===== src/rtl/fifo_word_packer.sv =====
// Packs RATIO consecutive FIFO items into one wide valid/ready word, double-buffered.
// Optional partial-word flush is enabled by defining PACK_FLUSH_EN.

module fifo_word_packer_lane #(
    parameter int DATAWIDTH = 8
) (
    input  logic                 clk,
    input  logic                 reset,
    input  logic                 wr_en,
    input  logic                 load,
    input  logic [DATAWIDTH-1:0] din,
    output logic [DATAWIDTH-1:0] out_lane
);
    logic [DATAWIDTH-1:0] asm_lane;

    // On a transfer the lane hands its item to the output and restarts empty,
    // unless a pop lands in it on the same edge.
    always_ff @(posedge clk or posedge reset) begin
        if (reset) begin
            asm_lane <= '0;
            out_lane <= '0;
        end else if (load) begin
            out_lane <= asm_lane;
            asm_lane <= wr_en ? din : '0;
        end else if (wr_en) begin
            asm_lane <= din;
        end
    end
endmodule

module fifo_word_packer #(
    parameter int DATAWIDTH = 8,
    parameter int RATIO     = 4,
    parameter int CNTWIDTH  = 3
) (
    input  logic                       clk,
    input  logic                       reset,
    input  logic                       fifo_empty,
    input  logic [DATAWIDTH-1:0]       fifo_dout,
    output logic                       fifo_read,
    output logic [DATAWIDTH*RATIO-1:0] out_data,
    output logic [CNTWIDTH-1:0]        out_count,
    output logic                       out_valid,
`ifdef PACK_FLUSH_EN
    input  logic                       flush,
`endif
    input  logic                       out_ready
);
    localparam logic [CNTWIDTH-1:0] FULL = CNTWIDTH'(RATIO);

    logic [CNTWIDTH-1:0]                asm_cnt;
    logic [RATIO-1:0][DATAWIDTH-1:0]    out_lanes;
    logic                               flush_pend;
    logic                               flush_cond;
    logic                               xfer;
    logic                               pop;

`ifdef PACK_FLUSH_EN
    assign flush_cond = flush_pend && (asm_cnt != '0);
`else
    assign flush_pend = 1'b0;
    assign flush_cond = 1'b0;
`endif

    assign xfer      = ((asm_cnt == FULL) || flush_cond) && (!out_valid || out_ready);
    assign pop       = !fifo_empty && !reset && ((asm_cnt < FULL) || xfer) && !flush_pend;
    assign fifo_read = pop;
    assign out_data  = out_lanes;

    for (genvar i = 0; i < RATIO; i++) begin : g_lane
        logic wr_en;
        // A pop coinciding with a transfer always starts the next word in lane 0.
        assign wr_en = pop && (xfer ? (i == 0) : (asm_cnt == CNTWIDTH'(i)));
        fifo_word_packer_lane #(.DATAWIDTH(DATAWIDTH)) u_lane (
            .clk      (clk),
            .reset    (reset),
            .wr_en    (wr_en),
            .load     (xfer),
            .din      (fifo_dout),
            .out_lane (out_lanes[i])
        );
    end

    always_ff @(posedge clk or posedge reset) begin
        if (reset) begin
            asm_cnt   <= '0;
            out_count <= '0;
            out_valid <= 1'b0;
        end else if (xfer) begin
            out_count <= asm_cnt;
            out_valid <= 1'b1;
            asm_cnt   <= pop ? CNTWIDTH'(1) : '0;
        end else begin
            if (out_valid && out_ready) out_valid <= 1'b0;
            if (pop) asm_cnt <= asm_cnt + CNTWIDTH'(1);
        end
    end

`ifdef PACK_FLUSH_EN
    // A pending flush retires once its word goes out, or at once if nothing is assembled.
    always_ff @(posedge clk or posedge reset) begin
        if (reset) begin
            flush_pend <= 1'b0;
        end else if (flush_pend) begin
            if (xfer || (asm_cnt == '0)) flush_pend <= 1'b0;
        end else if (flush) begin
            flush_pend <= 1'b1;
        end
    end
`endif
endmodule


===== config.mk =====
export PLATFORM = sky130hd
export DESIGN_NAME = fifo_word_packer
export DESIGN_NICKNAME = d
export VERILOG_FILES = /design/src/rtl/fifo_word_packer.sv
export SDC_FILE = /design/constraint.sdc
export NUM_CORES = 1
export LEC_CHECK = 0
export BUFFER_PORTS_ARGS = -buffer_cell sky130_fd_sc_hd__buf_2
export CAP_MARGIN = 20
export CORE_ASPECT_RATIO = 0.7
export CORE_UTILIZATION = 31
export CTS_BUF_LIST = sky130_fd_sc_hd__clkbuf_2
export DETAILED_ROUTE_END_ITERATION = 16
export HOLD_SLACK_MARGIN = 0.1
export PLACE_DENSITY_LB_ADDON = 0.2
export SLEW_MARGIN = 10
export SYNTH_ARGS = -nofsm -noshare
export SYNTH_HDL_FRONTEND = slang
export SYNTH_SLANG_ARGS = --single-unit

===== constraint.sdc =====
create_clock -name clk -period 2.3 [get_ports clk]
set_input_delay 0 -clock clk [delete_from_list [all_inputs] [get_ports clk]]
set_output_delay 0 -clock clk [all_outputs]
set_load 0.005 [all_outputs]

# Word-level counts from Yosys, hierarchy flattened
# Cells that the tools add are included.
# word_totals
register_bits	71
input_bits	12
elab_cells	58
out_inout_bits	37
# classes
addsub	1
mux	21
order_cmp	1
n_reduce_logical	20
n_eq_ne	4
# op_table
cell	n
two-way mux 8 bit	12
nonzero test 2 bit	6
logical AND 1 bit	8
two-way mux 1 bit	7
== test 3 x 2 -> 1 bit (second input constant)	2
two-way mux 3 bit	2
adder 3 x 1 -> 3 bit (second input constant)	1
== test 3 x 1 -> 1 bit (second input constant)	1
== test 3 bit (second input constant)	1
logical NOT 1 bit	3
logical NOT 3 bit	1
less-than comparator 3 bit (second input constant)	1
logical OR 1 bit	2

# Logic depth before layout (Yosys ltp)
# Gate-level depths: netlist (run 1).
# logic_depth
word_depth	8
ltp_mapped	9
ltp_nobuf	5

# Hierarchy
# A second synthesis (run 1) with hierarchy kept.
# hier_totals
cells_unflattened	242
hier_area_um2	2925.3
# modules_own_cells
mod	cells_per_inst	seq_area_each_um2	area_each_um2	n_inst
fifo_word_packer_lane	50	400.4	628.1	4
fifo_word_packer	42	175.2	412.9	1

# Worst setup path before layout (run 1)
# OpenSTA, ideal clock, no wires.
# synth_timing
kind	register to register
startpoint	register asm_cnt[1]
endpoint	register g_lane[3].u_lane.out_lane[1]
t_required_ps	2175
setup_time_ps	125
slack_ps	544
path_stages_with_launch	9
period_less_slack_ps	1756
path_buffers	3
t_arrival_ps	1632
cell_sequence	dfrtp_1 -> inv_1 -> ha_1 -> buf_2 -> nand2_1 -> nor2b_1 -> buf_4 -> buf_6 -> mux2_2
# synth_via
elab_chain_cells	2
# synth_rtl
item	line_no	source
from (decl)	51	logic [CNTWIDTH-1:0] asm_cnt;
from (signal assigned)	92	asm_cnt <= pop ? CNTWIDTH'(1) : '0;
from (signal assigned)	95	if (pop) asm_cnt <= asm_cnt + CNTWIDTH'(1);
== test 3 bit	65	assign xfer = ((asm_cnt == FULL) || flush_cond) && (!out_valid || out_ready);
logical AND 1 bit	65	
to (signal assigned)	23	out_lane <= asm_lane;
to (decl)	12	output logic [DATAWIDTH-1:0] out_lane
# No other way between the ends.
# A chain may end at the register's enable or synchronous reset.

# Worst setup path after layout (run 1)
# layout_timing
startpoint	register asm_cnt[2]
endpoint	register g_lane[3].u_lane.asm_lane[1]
# layout_via
elab_chain_cells	7
elab_cells_between_ends	11
classes_between	order compare (1); eq/ne (2); mux (3); reduce/logical (5)
# layout_rtl
item	line_no	source
parallel branches: the longest is 7 deep, another holds less-than comparator 3 bit	n/a	
to (signal assigned)	24	asm_lane <= wr_en ? din : '0;
to (signal assigned)	26	asm_lane <= din;
to (decl)	14	logic [DATAWIDTH-1:0] asm_lane;
# Parallel ways; which one is timed is not known.

==> impl_summary.txt, run 1 <==
----------------------------------------------------
[Clock network]
  Maximum number of buffers from clock root to sink ... 2
  Clock insertion delay at the later pin of the skew report ... 530 ps
  TritonCTS clock tree ... yes
  TritonCTS Buffers ... 9
  Clk slew on worst S/H paths ... 190 ps
  CTS resizes ... 0
  Number of sinks driven by the clock tree ... 71
  Root buffer selected by CTS ... sky130_fd_sc_hd__clkbuf_2
  H-tree lvl count ... 3
  Number of setup buffers added after CTS ... 0
  Post-CTS Hold Buffers ... 15

[Yosys]
  Synthesized net count ... 266
  Top cells by instance count after synthesis ... sky130_fd_sc_hd__dfrtp_1, sky130_fd_sc_hd__nand2_1, sky130_fd_sc_hd__mux2_2
  Instance count of the mapped netlist ... 249
  Top area cells in the synthesized netlist ... sky130_fd_sc_hd__dfrtp_1, sky130_fd_sc_hd__mux2_2, sky130_fd_sc_hd__nand2_1
  Number of enable flip-flop cells after synthesis ... 0
  Most common flop cell mapped by yosys ... sky130_fd_sc_hd__dfrtp_1
  Xor-xnor portion of the synthesized cell area ... 0
  Mux contribution to synthesized area ... 0.127
  Most numerous cell in the Yosys netlist ... sky130_fd_sc_hd__dfrtp_1
  Async set-reset flop share out of synthesis ... 1.00
  Area share of and/or/nand/nor cells after synthesis ... 0.126
  Fraction of the mapped netlist area in compound gates ... 0.0986
  Yosys top cell by area ... sky130_fd_sc_hd__dfrtp_1
  Number of warnings printed during yosys synthesis ... 0
  Post-synth top area share ... 0.591
  Netlist area before placement ... 0.00301 mm2
  Number of register bits inferred by synthesis ... 71
  Number of unique standard cell types used by synthesis ... 30
  Sequential cell area fraction in the yosys report ... 0.591
  Largest family of logic cells by synthesized area ... multiplexers
  Per-instance average area after synthesis ... 12.1 um2
  Adder-Cell Fraction of Synth Area ... 0.0208

[GRT]
  Initial antenna violation count ... 0
  Remaining Overflow, GRT ... 0
  Tot GR Track Use ... 0.150
  Global-route wire length before repair ... 11300 um
  Vias in the first global route ... 2029
  Largest net degree at the start of global routing ... 65

[Critical path]
  CP required ... 2730 ps
  Critical setup path kind ... flop to flop
  Capturing element type of the critical path ... flop
  Worst reg-to-reg path cell count ... 7
  Sequence of cells on the critical path ... inv_1 > ha_1 > nor4b_2 > buf_4 > nand2_1 > dlygate4sd3_1 > a21oi_1
  Crit path max-delay cell type ... sky130_fd_sc_hd__dfrtp_1
  Crit-path max FO ... 13
  Worst setup path startpoint ... asm_cnt[2]$_DFFE_PP0P_
  Startpoint types ... flop
  Termination of the worst setup path ... g_lane[3].u_lane.asm_lane[1]$_DFFE_PP0P_
  Worst reg2reg startpoint ... asm_cnt[2]$_DFFE_PP0P_
  Data arrival at the endpoint of the critical path ... 2540 ps
  Reg-to-Reg End ... g_lane[3].u_lane.asm_lane[1]$_DFFE_PP0P_
  R2r setup slk ... 190 ps
  Biggest cell delay along the critical path ... 660 ps

[Die]
  Floorplan die area ... 0.0101 mm2
  Top-level I/O count ... 49
  Placeable core area ... 0.00925 mm2
  Standard-cell row count ... 29
  Initial Utilization ... 0.325
  Die Y-Extent ... 84.4 um
  Die X ... 120 um

[Placement]
  Dpl cell area ... 0.00342 mm2
  Placed instance count ... 416
  RePlAce Congestion ... 0.726
  I/O Buffers ... 48
  Placed wire-length estimate ... 4610 um

[Pwr]
  Flop pwr share ... 0.498
  Switching share of power ... 0.342
  Combinational cell fraction of total power ... 0.364
  Maximum VDD drop ... 0.000486 V
  Clock network fraction of design power ... 0.137
  Sw power ... 1.40 mW
  Internal power ... 2.70 mW
  Pwr dens ... 1130 mW/mm2
  Leakage ... 1.78 nW

[Routing]
  Wire length on met1 ... 3640 um
  Detail Route met3 WL ... 454 um
  Number of vias per cell after detailed routing ... 4.84
  1st-pass router iterations ... 4
  Met2 wirelength from detailed routing ... 2850 um
  Wire length after detailed routing ... 6990 um
  Vias post-DR ... 2158
  DRC violations left ... 0
  WL/cell ... 15.7 um
  Highest Signal Layer ... met4
  DRT antenna net count ... 0
  First DRT Iteration DRCs ... 135

[Final layout]
  Sequential cell area ... 0.00178 mm2
  # diodes ... 0
  Footprint of the multi-input gates ... 0.00113 mm2
  Final non-filler cell area ... 0.00364 mm2
  Post-synthesis to final-layout area growth ... 21.0%
  Final std cells w/o fill ... 446
  Fillers ... 929
  Fraction of final layout cells sized beyond drive strength 1 ... 0.363
  Layout Nets ... 335

[Outcome]
  Result of the run ... completed

[STA]
  Final hold violation count ... 0
  Worst slew pin tran ... 445 ps
  Number of setup violations in the final report ... 0
  Max-slew violation total from the final report ... 0
  Period utilisation layout ... 0.918
  Achievable Freq ... 0.474 GHz
  Final critical-path required period ... 2110 ps
  Final sum of negative setup slack ... 0 ps
  Worst clock skew ... 20.3 ps
  Worst rel slew slack ... 0.702
  Setup repair after global routing missed its margin ... false

[Job]
  Number of max-cap violations ... 0

[Worst hold path]
  Startpoint of the tightest hold check path ... fifo_dout[1]
  Path class of the lowest-slack min-delay path ... primary input to flop

----------------------------------------------------
-- worst min path at each step --
stage	end	slack, ps	depth (start not counted)
final	g_lane[2].u_lane.asm_lane[1]$_DFFE_PP0P_	290	4
after global routing	g_lane[2].u_lane.asm_lane[6]$_DFFE_PP0P_	230	4
after CTS	g_lane[2].u_lane.asm_lane[1]$_DFFE_PP0P_	240	4
after detailed placement	asm_cnt[1]$_DFFE_PP0P_	40	2
after global placement	g_lane[0].u_lane.asm_lane[5]$_DFFE_PP0P_	40	2
after floorplan	g_lane[1].u_lane.asm_lane[6]$_DFFE_PP0P_	130	2
-- layer usage --
layer,global-route usage,up-vias
li1,-,1013
met5,0,-
met3,0.0584,5
met1,0.236,1078
met4,0.0375,0
met2,0.186,62
-- state kept, by name (all words and copies together), names as in the netlist --
name	cells
out_valid	1
asm_cnt	3
out_count	3
g_lane.u_lane.out_lane	32
g_lane.u_lane.asm_lane	32
-- metrics by stage --
stage	setup slack, ps	total power [mW]	hold WS, ps	utilization
after floorplan	369	3.01	128	-
after global placement	475	3.54	36.8	0.369
after detailed placement	444	3.57	37.0	0.369
after CTS	193	4.16	243	0.394
after global routing	66.2	4.43	227	0.394
final	189	4.10	294	0.394
-- kinds of logic after synthesis --
family          after synthesis
buf+inv                      19
compound gates               45
simple gates                 75
fa+ha+maj                     5
mux                          34
flops                        71
-- power groups by stage --
stage	clock (mW)	combinational (mW)	sequential (mW)
final	0.564	1.49	2.04
after global routing	0.650	1.66	2.12
after CTS	0.593	1.51	2.05
after detailed placement	0	1.49	2.08
after global placement	0	1.47	2.08
after floorplan	0	1.01	2.00
-- layout by cell type (no fill, tap or decap), drive strengths merged --
cell type	instances
a31o	4
a22o	4
a221o	4
ha	5
clkbuf	13
a31oi	1
or2	1
nor2b	1
nand3b	1
dlygate4sd3	15
a221oi	1
nor3b	1
buf	58
inv	4
or3	1
a211oi	1
nor3	1
a21boi	4
nor4b	3
a21oi	25
dfrtp	71
and3	6
a211o	1
mux2	34
nor2	2
nand2b	3
nand3	1
nand2	51
clkinv	2
or4b	3
-- critical path, delay by kind of cell, from the launching register on --
kind	cells	cell delay (ps)
DFF	1	660
adders and majority gates	1	230
and+or+nand+nor	2	220
buffers and inverters	3	850
AOI/OAI and AO/OA	1	50
-- area by class of cell --
cell class	instances	area share
multi-input cells	159	0.310
well taps	124	0.0426
inverters	4	0.00412
clock buffers	13	0.0179
flip-flops and latches	71	0.488
clock inverters	2	0.00241
repair buffers	73	0.135
Power figures use the tool's default switching activity.
==> run 2, diff against run 1 <==
==> constraint.sdc (replaced) <==
create_clock -name clk -period 1.7 [get_ports clk]
set_input_delay 0 -clock clk [delete_from_list [all_inputs] [get_ports clk]]
set_output_delay 0 -clock clk [all_outputs]
set_load 0.005 [all_outputs]
==> run 2 against run 1 <==
  * Via count increased by 1.7%
  * Die area is the same
  * Combinational power grew 65%
  * Critical path depth is 1 lower
  * Register-to-register slack worse by 160 ps
  * Hold slack lost 90 ps
  * Fmax increased by 26%
  * Utilization up 1.8 points
  * Worst setup slack worse by 160 ps
  * Largest power group unchanged
  * Highest routed layer unchanged
==> impl_summary.txt, run 2 (synthesis gave the netlist of run 1 again) <==
----------------------------------------------------
[Critical path]
  Crit-path max FO ... 33
  Capturing element type of the critical path ... flop
  Sequence of cells on the critical path ... inv_2 > ha_4 > nand2_2 > nor2b_4 > buf_12 > mux2_2
  Worst reg-to-reg path cell count ... 6
  Crit path max-delay cell type ... sky130_fd_sc_hd__dfrtp_1
  Biggest cell delay along the critical path ... 450 ps
  Data arrival at the endpoint of the critical path ... 2110 ps
  CP required ... 2140 ps
  Critical setup path kind ... flop to flop
  Startpoint types ... flop

[STA]
  Worst rel slew slack ... 0.626
  Final hold violation count ... 0
  Final critical-path required period ... 1670 ps
  Number of setup violations in the final report ... 0
  Worst slew pin tran ... 561 ps
  Period utilisation layout ... 0.983
  Worst hold slack across all endpoints ... 204 ps
  Max-slew violation total from the final report ... 0
  Worst clock skew ... 26.8 ps
  Setup repair after global routing missed its margin ... true
  Achievable Freq ... 0.598 GHz

[Clock network]
  H-tree lvl count ... 3
  TritonCTS clock tree ... yes
  TritonCTS Buffers ... 9
  Number of sinks driven by the clock tree ... 71
  Clk slew on worst S/H paths ... 210 ps
  Maximum number of buffers from clock root to sink ... 2
  Root buffer selected by CTS ... sky130_fd_sc_hd__clkbuf_2
  Clock insertion delay at the later pin of the skew report ... 530 ps

[Pwr]
  Pwr dens ... 1580 mW/mm2
  Leakage ... 1.85 nW
  Maximum VDD drop ... 0.000627 V

[Final layout]
  Final std cells w/o fill ... 454
  Fraction of final layout cells sized beyond drive strength 1 ... 0.412
  Post-synthesis to final-layout area growth ... 26.7%
  Leading cell types in the layout, fill and taps excluded ... sky130_fd_sc_hd__dfrtp_1, sky130_fd_sc_hd__nand2_1, sky130_fd_sc_hd__buf_2, sky130_fd_sc_hd__a21oi_1, sky130_fd_sc_hd__mux2_2
  Final non-filler cell area ... 0.00381 mm2
  Layout Nets ... 342
  Largest registers ranked by flip-flop count ... g_lane.u_lane.asm_lane (32), g_lane.u_lane.out_lane (32)
  # diodes ... 0
  Leading cell type in the layout, fill and taps excluded ... sky130_fd_sc_hd__dfrtp_1

[Routing]
  First DRT Iteration DRCs ... 95
  Wire length after detailed routing ... 7180 um
  WL/cell ... 15.8 um
  Number of vias per cell after detailed routing ... 4.83
  DRT antenna net count ... 0
  1st-pass router iterations ... 4
  DRC violations left ... 0
  Vias post-DR ... 2194

[GRT]
  Remaining Overflow, GRT ... 0
  Vias in the first global route ... 2191
  Initial antenna violation count ... 0
  Tot GR Track Use ... 0.155
  Largest net degree at the start of global routing ... 45
  Global-route wire length before repair ... 11500 um

[Placement]
  Dpl cell area ... 0.00348 mm2
  Placed wire-length estimate ... 4840 um
  Placed instance count ... 422
  I/O Buffers ... 48
  RePlAce Congestion ... 0.762

[Die]
  Die X ... 120 um
  Top-level I/O count ... 49
  Floorplan die area ... 0.0101 mm2
  Initial Utilization ... 0.325
  Die Y-Extent ... 84.4 um
  Placeable core area ... 0.00925 mm2
  Standard-cell row count ... 29

[Job]
  Number of max-cap violations ... 0

[Worst hold path]
  Path class of the lowest-slack min-delay path ... primary input to asynchronous set/reset pin

[Outcome]
  Result of the run ... completed

----------------------------------------------------
==> run 2: cell count changes in the layout (fill, tap and decap cells not counted), sizes merged <==
cell         previous run  this run
buf                    58        69
dlygate4sd3            15        11
clkbuf                 13        10
clkinvlp                0         3
clkinv                  2         3
==> run 2: path summary, 6_finish.rpt <==
check / start / end / slack [ps]
worst max-delay path: asm_cnt[1]$_DFFE_PP0P_ / g_lane[2].u_lane.out_lane[5]$_DFFE_PP0P_ / 30
worst min-delay path: reset / g_lane[1].u_lane.asm_lane[2]$_DFFE_PP0P_ / 200
worst max register to register: asm_cnt[1]$_DFFE_PP0P_ / g_lane[2].u_lane.out_lane[5]$_DFFE_PP0P_ / 30
worst min register to register: out_count[2]$_DFFE_PP0P_ / out_count[2]$_DFFE_PP0P_ / 480
max in group asynchronous: reset / g_lane[3].u_lane.out_lane[4]$_DFFE_PP0P_ / 1010
min in group clk: fifo_dout[0] / g_lane[2].u_lane.asm_lane[0]$_DFFE_PP0P_ / 260
==> run 2: routing by layer <==
metal / up-vias / wire length [um] / global-route usage
li1: 1025 / - / -
met1: 1106 / 3450 / 0.214
met2: 54 / 3230 / 0.228
met3: 9 / 405 / 0.0537
met4: 0 / 93 / 0.0477
met5: - / 0 / 0
==> run 2: final cells by class <==
| cell class | count | area, um2 |
|---|---|---|
| Multi-Input combinational cell | 159 | 1220 |
| Clock buffer | 10 | 50.0 |
| Sequential cell | 71 | 1780 |
| Timing Repair Buffer | 80 | 552 |
| Inverter | 4 | 18.8 |
| Fill cell | 919 | 5440 |
| Clock inverter | 6 | 36.3 |
| Tap cell | 124 | 155 |
==> run 2: report_power, final <==
part / total, mW / switching, mW / internal [mW] / leakage, nW
Clock: 0.795 / 0.605 / 0.190 / 0.0534
Sequential: 2.75 / 0.399 / 2.35 / 0.935
Combinational: 2.46 / 1.06 / 1.40 / 0.864
Total: 6.01 / 2.06 / 3.94 / 1.85
==> run 2: through the flow <==
step / TNS [ps] / total power [mW] / setup WS (ps) / utilization
after global routing: -349 / 6.49 / -55.0 / 0.412
after global placement: 0 / 4.94 / 22.6 / 0.376
after detailed placement: -22.2 / 5.00 / -11.2 / 0.376
after CTS: -10.2 / 5.91 / -10.2 / 0.403
after floorplan: 0 / 4.12 / 9.62 / -
final: 0 / 6.01 / 28.1 / 0.412
==> run 2: what timing repair did <==
item,in CTS,in global routing
endpoints found under the hold margin,108,0
hold buffers,11,0
pin swaps,1,1
endpoints found under the setup margin,32,40
gates resized for setup,6,16
buffers inserted,2,3
==> run 2: worst max-delay path: cells and delay by family, from the launching register on <==
kind                     cells  cell delay, ps
buffers and inverters        2             330
flip-flops                   1             450
adder cells (fa/ha/maj)      1             160
multiplexers                 1             360
AND/OR/NAND/NOR              2             250
==> run 3, diff against run 2 <==
--- a/config.mk
+++ b/config.mk
@@ -5,7 +5,7 @@
 export SDC_FILE = /design/constraint.sdc
 export NUM_CORES = 1
 export LEC_CHECK = 0
-export BUFFER_PORTS_ARGS = -buffer_cell sky130_fd_sc_hd__buf_2
+export BUFFER_PORTS_ARGS = -buffer_cell sky130_fd_sc_hd__clkbuf_2
 export CAP_MARGIN = 20
 export CORE_ASPECT_RATIO = 0.7
 export CORE_UTILIZATION = 31
==> run 3 against run 2 <==
  * Utilization up 0.69 points
  * Clock skew fell by 4.6 ps
  * Sequential share of layout area down 0.77 points
  * Sequential cell count unchanged
  * Critical endpoint is now g_lane[3].u_lane.asm_lane[2]$_DFFE_PP0P_
  * Clock power grew 40%
  * Critical path depth did not move
==> impl_summary.txt, run 3 (synthesis gave the netlist of run 1 again) <==
----------------------------------------------------
[Outcome]
  Result of the run ... completed

[STA]
  Worst slew pin tran ... 476 ps
  Period utilisation layout ... 0.983
  Worst clock skew ... 22.2 ps
  Final sum of negative setup slack ... 0 ps
  Final critical-path required period ... 1670 ps
  Achievable Freq ... 0.598 GHz
  Max-slew violation total from the final report ... 0
  Final hold violation count ... 0
  Worst hold slack across all endpoints ... 204 ps
  Setup repair after global routing missed its margin ... true
  Number of setup violations in the final report ... 0
  Worst rel slew slack ... 0.682

[Die]
  Die Y-Extent ... 84.4 um
  Floorplan die area ... 0.0101 mm2
  Die X ... 120 um
  Top-level I/O count ... 49
  Initial Utilization ... 0.325
  Placeable core area ... 0.00925 mm2
  Standard-cell row count ... 29

[Critical path]
  Critical setup path kind ... flop to flop
  Data arrival at the endpoint of the critical path ... 2100 ps
  Crit path max-delay cell type ... sky130_fd_sc_hd__or4b_4
  R2r setup slk ... 30 ps
  Worst reg2reg startpoint ... asm_cnt[1]$_DFFE_PP0P_
  Crit-path max FO ... 8
  Worst setup path startpoint ... asm_cnt[1]$_DFFE_PP0P_
  Capturing element type of the critical path ... flop
  Reg-to-Reg End ... g_lane[3].u_lane.asm_lane[2]$_DFFE_PP0P_
  Termination of the worst setup path ... g_lane[3].u_lane.asm_lane[2]$_DFFE_PP0P_
  Worst reg-to-reg path cell count ... 6
  Sequence of cells on the critical path ... buf_6 > ha_2 > ha_1 > or4b_4 > nand2_2 > a21oi_2
  Startpoint types ... flop
  Biggest cell delay along the critical path ... 560 ps
  CP required ... 2130 ps

[Clock network]
  Number of sinks driven by the clock tree ... 71
  TritonCTS Buffers ... 9
  Root buffer selected by CTS ... sky130_fd_sc_hd__clkbuf_2
  Clock insertion delay at the later pin of the skew report ... 540 ps
  H-tree lvl count ... 3
  Maximum number of buffers from clock root to sink ... 2
  TritonCTS clock tree ... yes
  Clk slew on worst S/H paths ... 200 ps

[Final layout]
  Fillers ... 908
  Layout Nets ... 348
  # diodes ... 0
  Largest registers ranked by flip-flop count ... g_lane.u_lane.asm_lane (32), g_lane.u_lane.out_lane (32)
  Fraction of final layout cells sized beyond drive strength 1 ... 0.446
  Leading cell types in the layout, fill and taps excluded ... sky130_fd_sc_hd__dfrtp_1, sky130_fd_sc_hd__clkbuf_2, sky130_fd_sc_hd__nand2_1, sky130_fd_sc_hd__mux2_2, sky130_fd_sc_hd__a21oi_1
  Post-synthesis to final-layout area growth ... 28.8%
  Leading cell type in the layout, fill and taps excluded ... sky130_fd_sc_hd__dfrtp_1

[GRT]
  Global-route layer with the greatest usage ... met1
  Tot GR Track Use ... 0.154
  Global-route wire length before repair ... 11400 um
  Vias in the first global route ... 2056
  Largest net degree at the start of global routing ... 36
  Initial antenna violation count ... 0
  M2 GR Usage ... 0.211
  Remaining Overflow, GRT ... 0
  Met3 track demand over resource in global routing ... 0.0489
  Met1 global-route usage ... 0.223

[Routing]
  First DRT Iteration DRCs ... 86
  WL/cell ... 15.8 um
  Vias post-DR ... 2198
  DRC violations left ... 0
  Number of vias per cell after detailed routing ... 4.78
  DRT antenna net count ... 0
  Wire length after detailed routing ... 7260 um
  1st-pass router iterations ... 5

[Pwr]
  Maximum VDD drop ... 0.000571 V
  Pwr dens ... 1630 mW/mm2
  Leakage ... 1.87 nW

[Placement]
  I/O Buffers ... 48
  Placed wire-length estimate ... 4930 um
  RePlAce Congestion ... 0.706

[Worst hold path]
  Path class of the lowest-slack min-delay path ... primary input to asynchronous set/reset pin

[Job]
  Number of max-cap violations ... 0

----------------------------------------------------
[run 3: cell types whose count changed in the layout (fill, tap and decap cells not counted), moves of 5 or more]
cell | before | now
sky130_fd_sc_hd__nand2_2 | 1 | 6
sky130_fd_sc_hd__buf_2 | 47 | 0
sky130_fd_sc_hd__mux2_2 | 19 | 34
sky130_fd_sc_hd__nand2_1 | 50 | 45
sky130_fd_sc_hd__mux2_4 | 15 | 0
sky130_fd_sc_hd__clkbuf_2 | 10 | 58
[run 3: worst max-delay path, delay by kind of cell (launching register included)]
family / cells / cell delay [ps]
and+or+nand+nor: 2 / 660
adders and majority gates: 2 / 310
AOI/OAI and AO/OA: 1 / 50
DFF: 1 / 430
buffers and inverters: 1 / 120
[run 3: layer usage]
layer | part of all wire | wire [um] | up-vias
met4 | 0.010 | 73 | 0
met2 | 0.43 | 3130 | 81
li1 | - | - | 1043
met3 | 0.082 | 596 | 8
met5 | 0 | 0 | -
met1 | 0.48 | 3470 | 1066
[run 3: power breakdown]
group / switching, mW / leakage, nW / internal [mW]
sequential: 0.396 / 0.935 / 2.35
clock: 0.623 / 0.0795 / 0.488
combinational: 1.08 / 0.855 / 1.38
total: 2.10 / 1.87 / 4.22
[run 3: through the flow]
| stage | cell area (um2) | util | std cells | setup WS (ps) | power, mW |
|---|---|---|---|---|---|
| 6_report | 3870 | 0.419 | 460 | 28.4 | 6.32 |
| 5_1_grt | 3870 | 0.419 | 460 | -72.5 | 6.76 |
| 4_1_cts | 3800 | 0.411 | 456 | -33.7 | 6.24 |
| 3_5_place_dp | 3510 | 0.379 | 425 | 8.22 | 5.01 |
| 3_3_place_gp | 3510 | 0.379 | 425 | 57.8 | 4.97 |
| 2_1_floorplan | 3030 | - | 249 | 9.62 | 4.12 |
[run 3: worst min-delay path by stage]
stage | depth (start not counted) | to | start
detailed placement | 2 | out_valid$_DFFE_PP0P_ | reset
global placement | 2 | out_valid$_DFFE_PP0P_ | reset
floorplan | 2 | g_lane[1].u_lane.asm_lane[6]$_DFFE_PP0P_ | fifo_dout[6]
CTS | 3 | out_valid$_DFFE_PP0P_ | reset
global route | 3 | out_valid$_DFFE_PP0P_ | reset
finish | 3 | out_valid$_DFFE_PP0P_ | reset
[run 3: repair_timing]
item | in CTS | in global routing
pin swaps | 1 | 7
endpoints found under the hold margin | 108 | 0
hold buffers | 11 | 0
setup buffers | 5 | 4
resized for setup | 5 | 12
endpoints found under the setup margin | 18 | 28
[run 3: cell type report]
type	count	area [um2]	share of cell area
Clock buffer	10	50.0	0.0129
Tap cell	124	155	0.0401
Sequential cell	71	1780	0.459
Clock inverter	6	85.1	0.0220
Timing Repair Buffer	86	606	0.156
Inverter	4	18.8	0.00484
Multi-Input combinational cell	159	1180	0.305
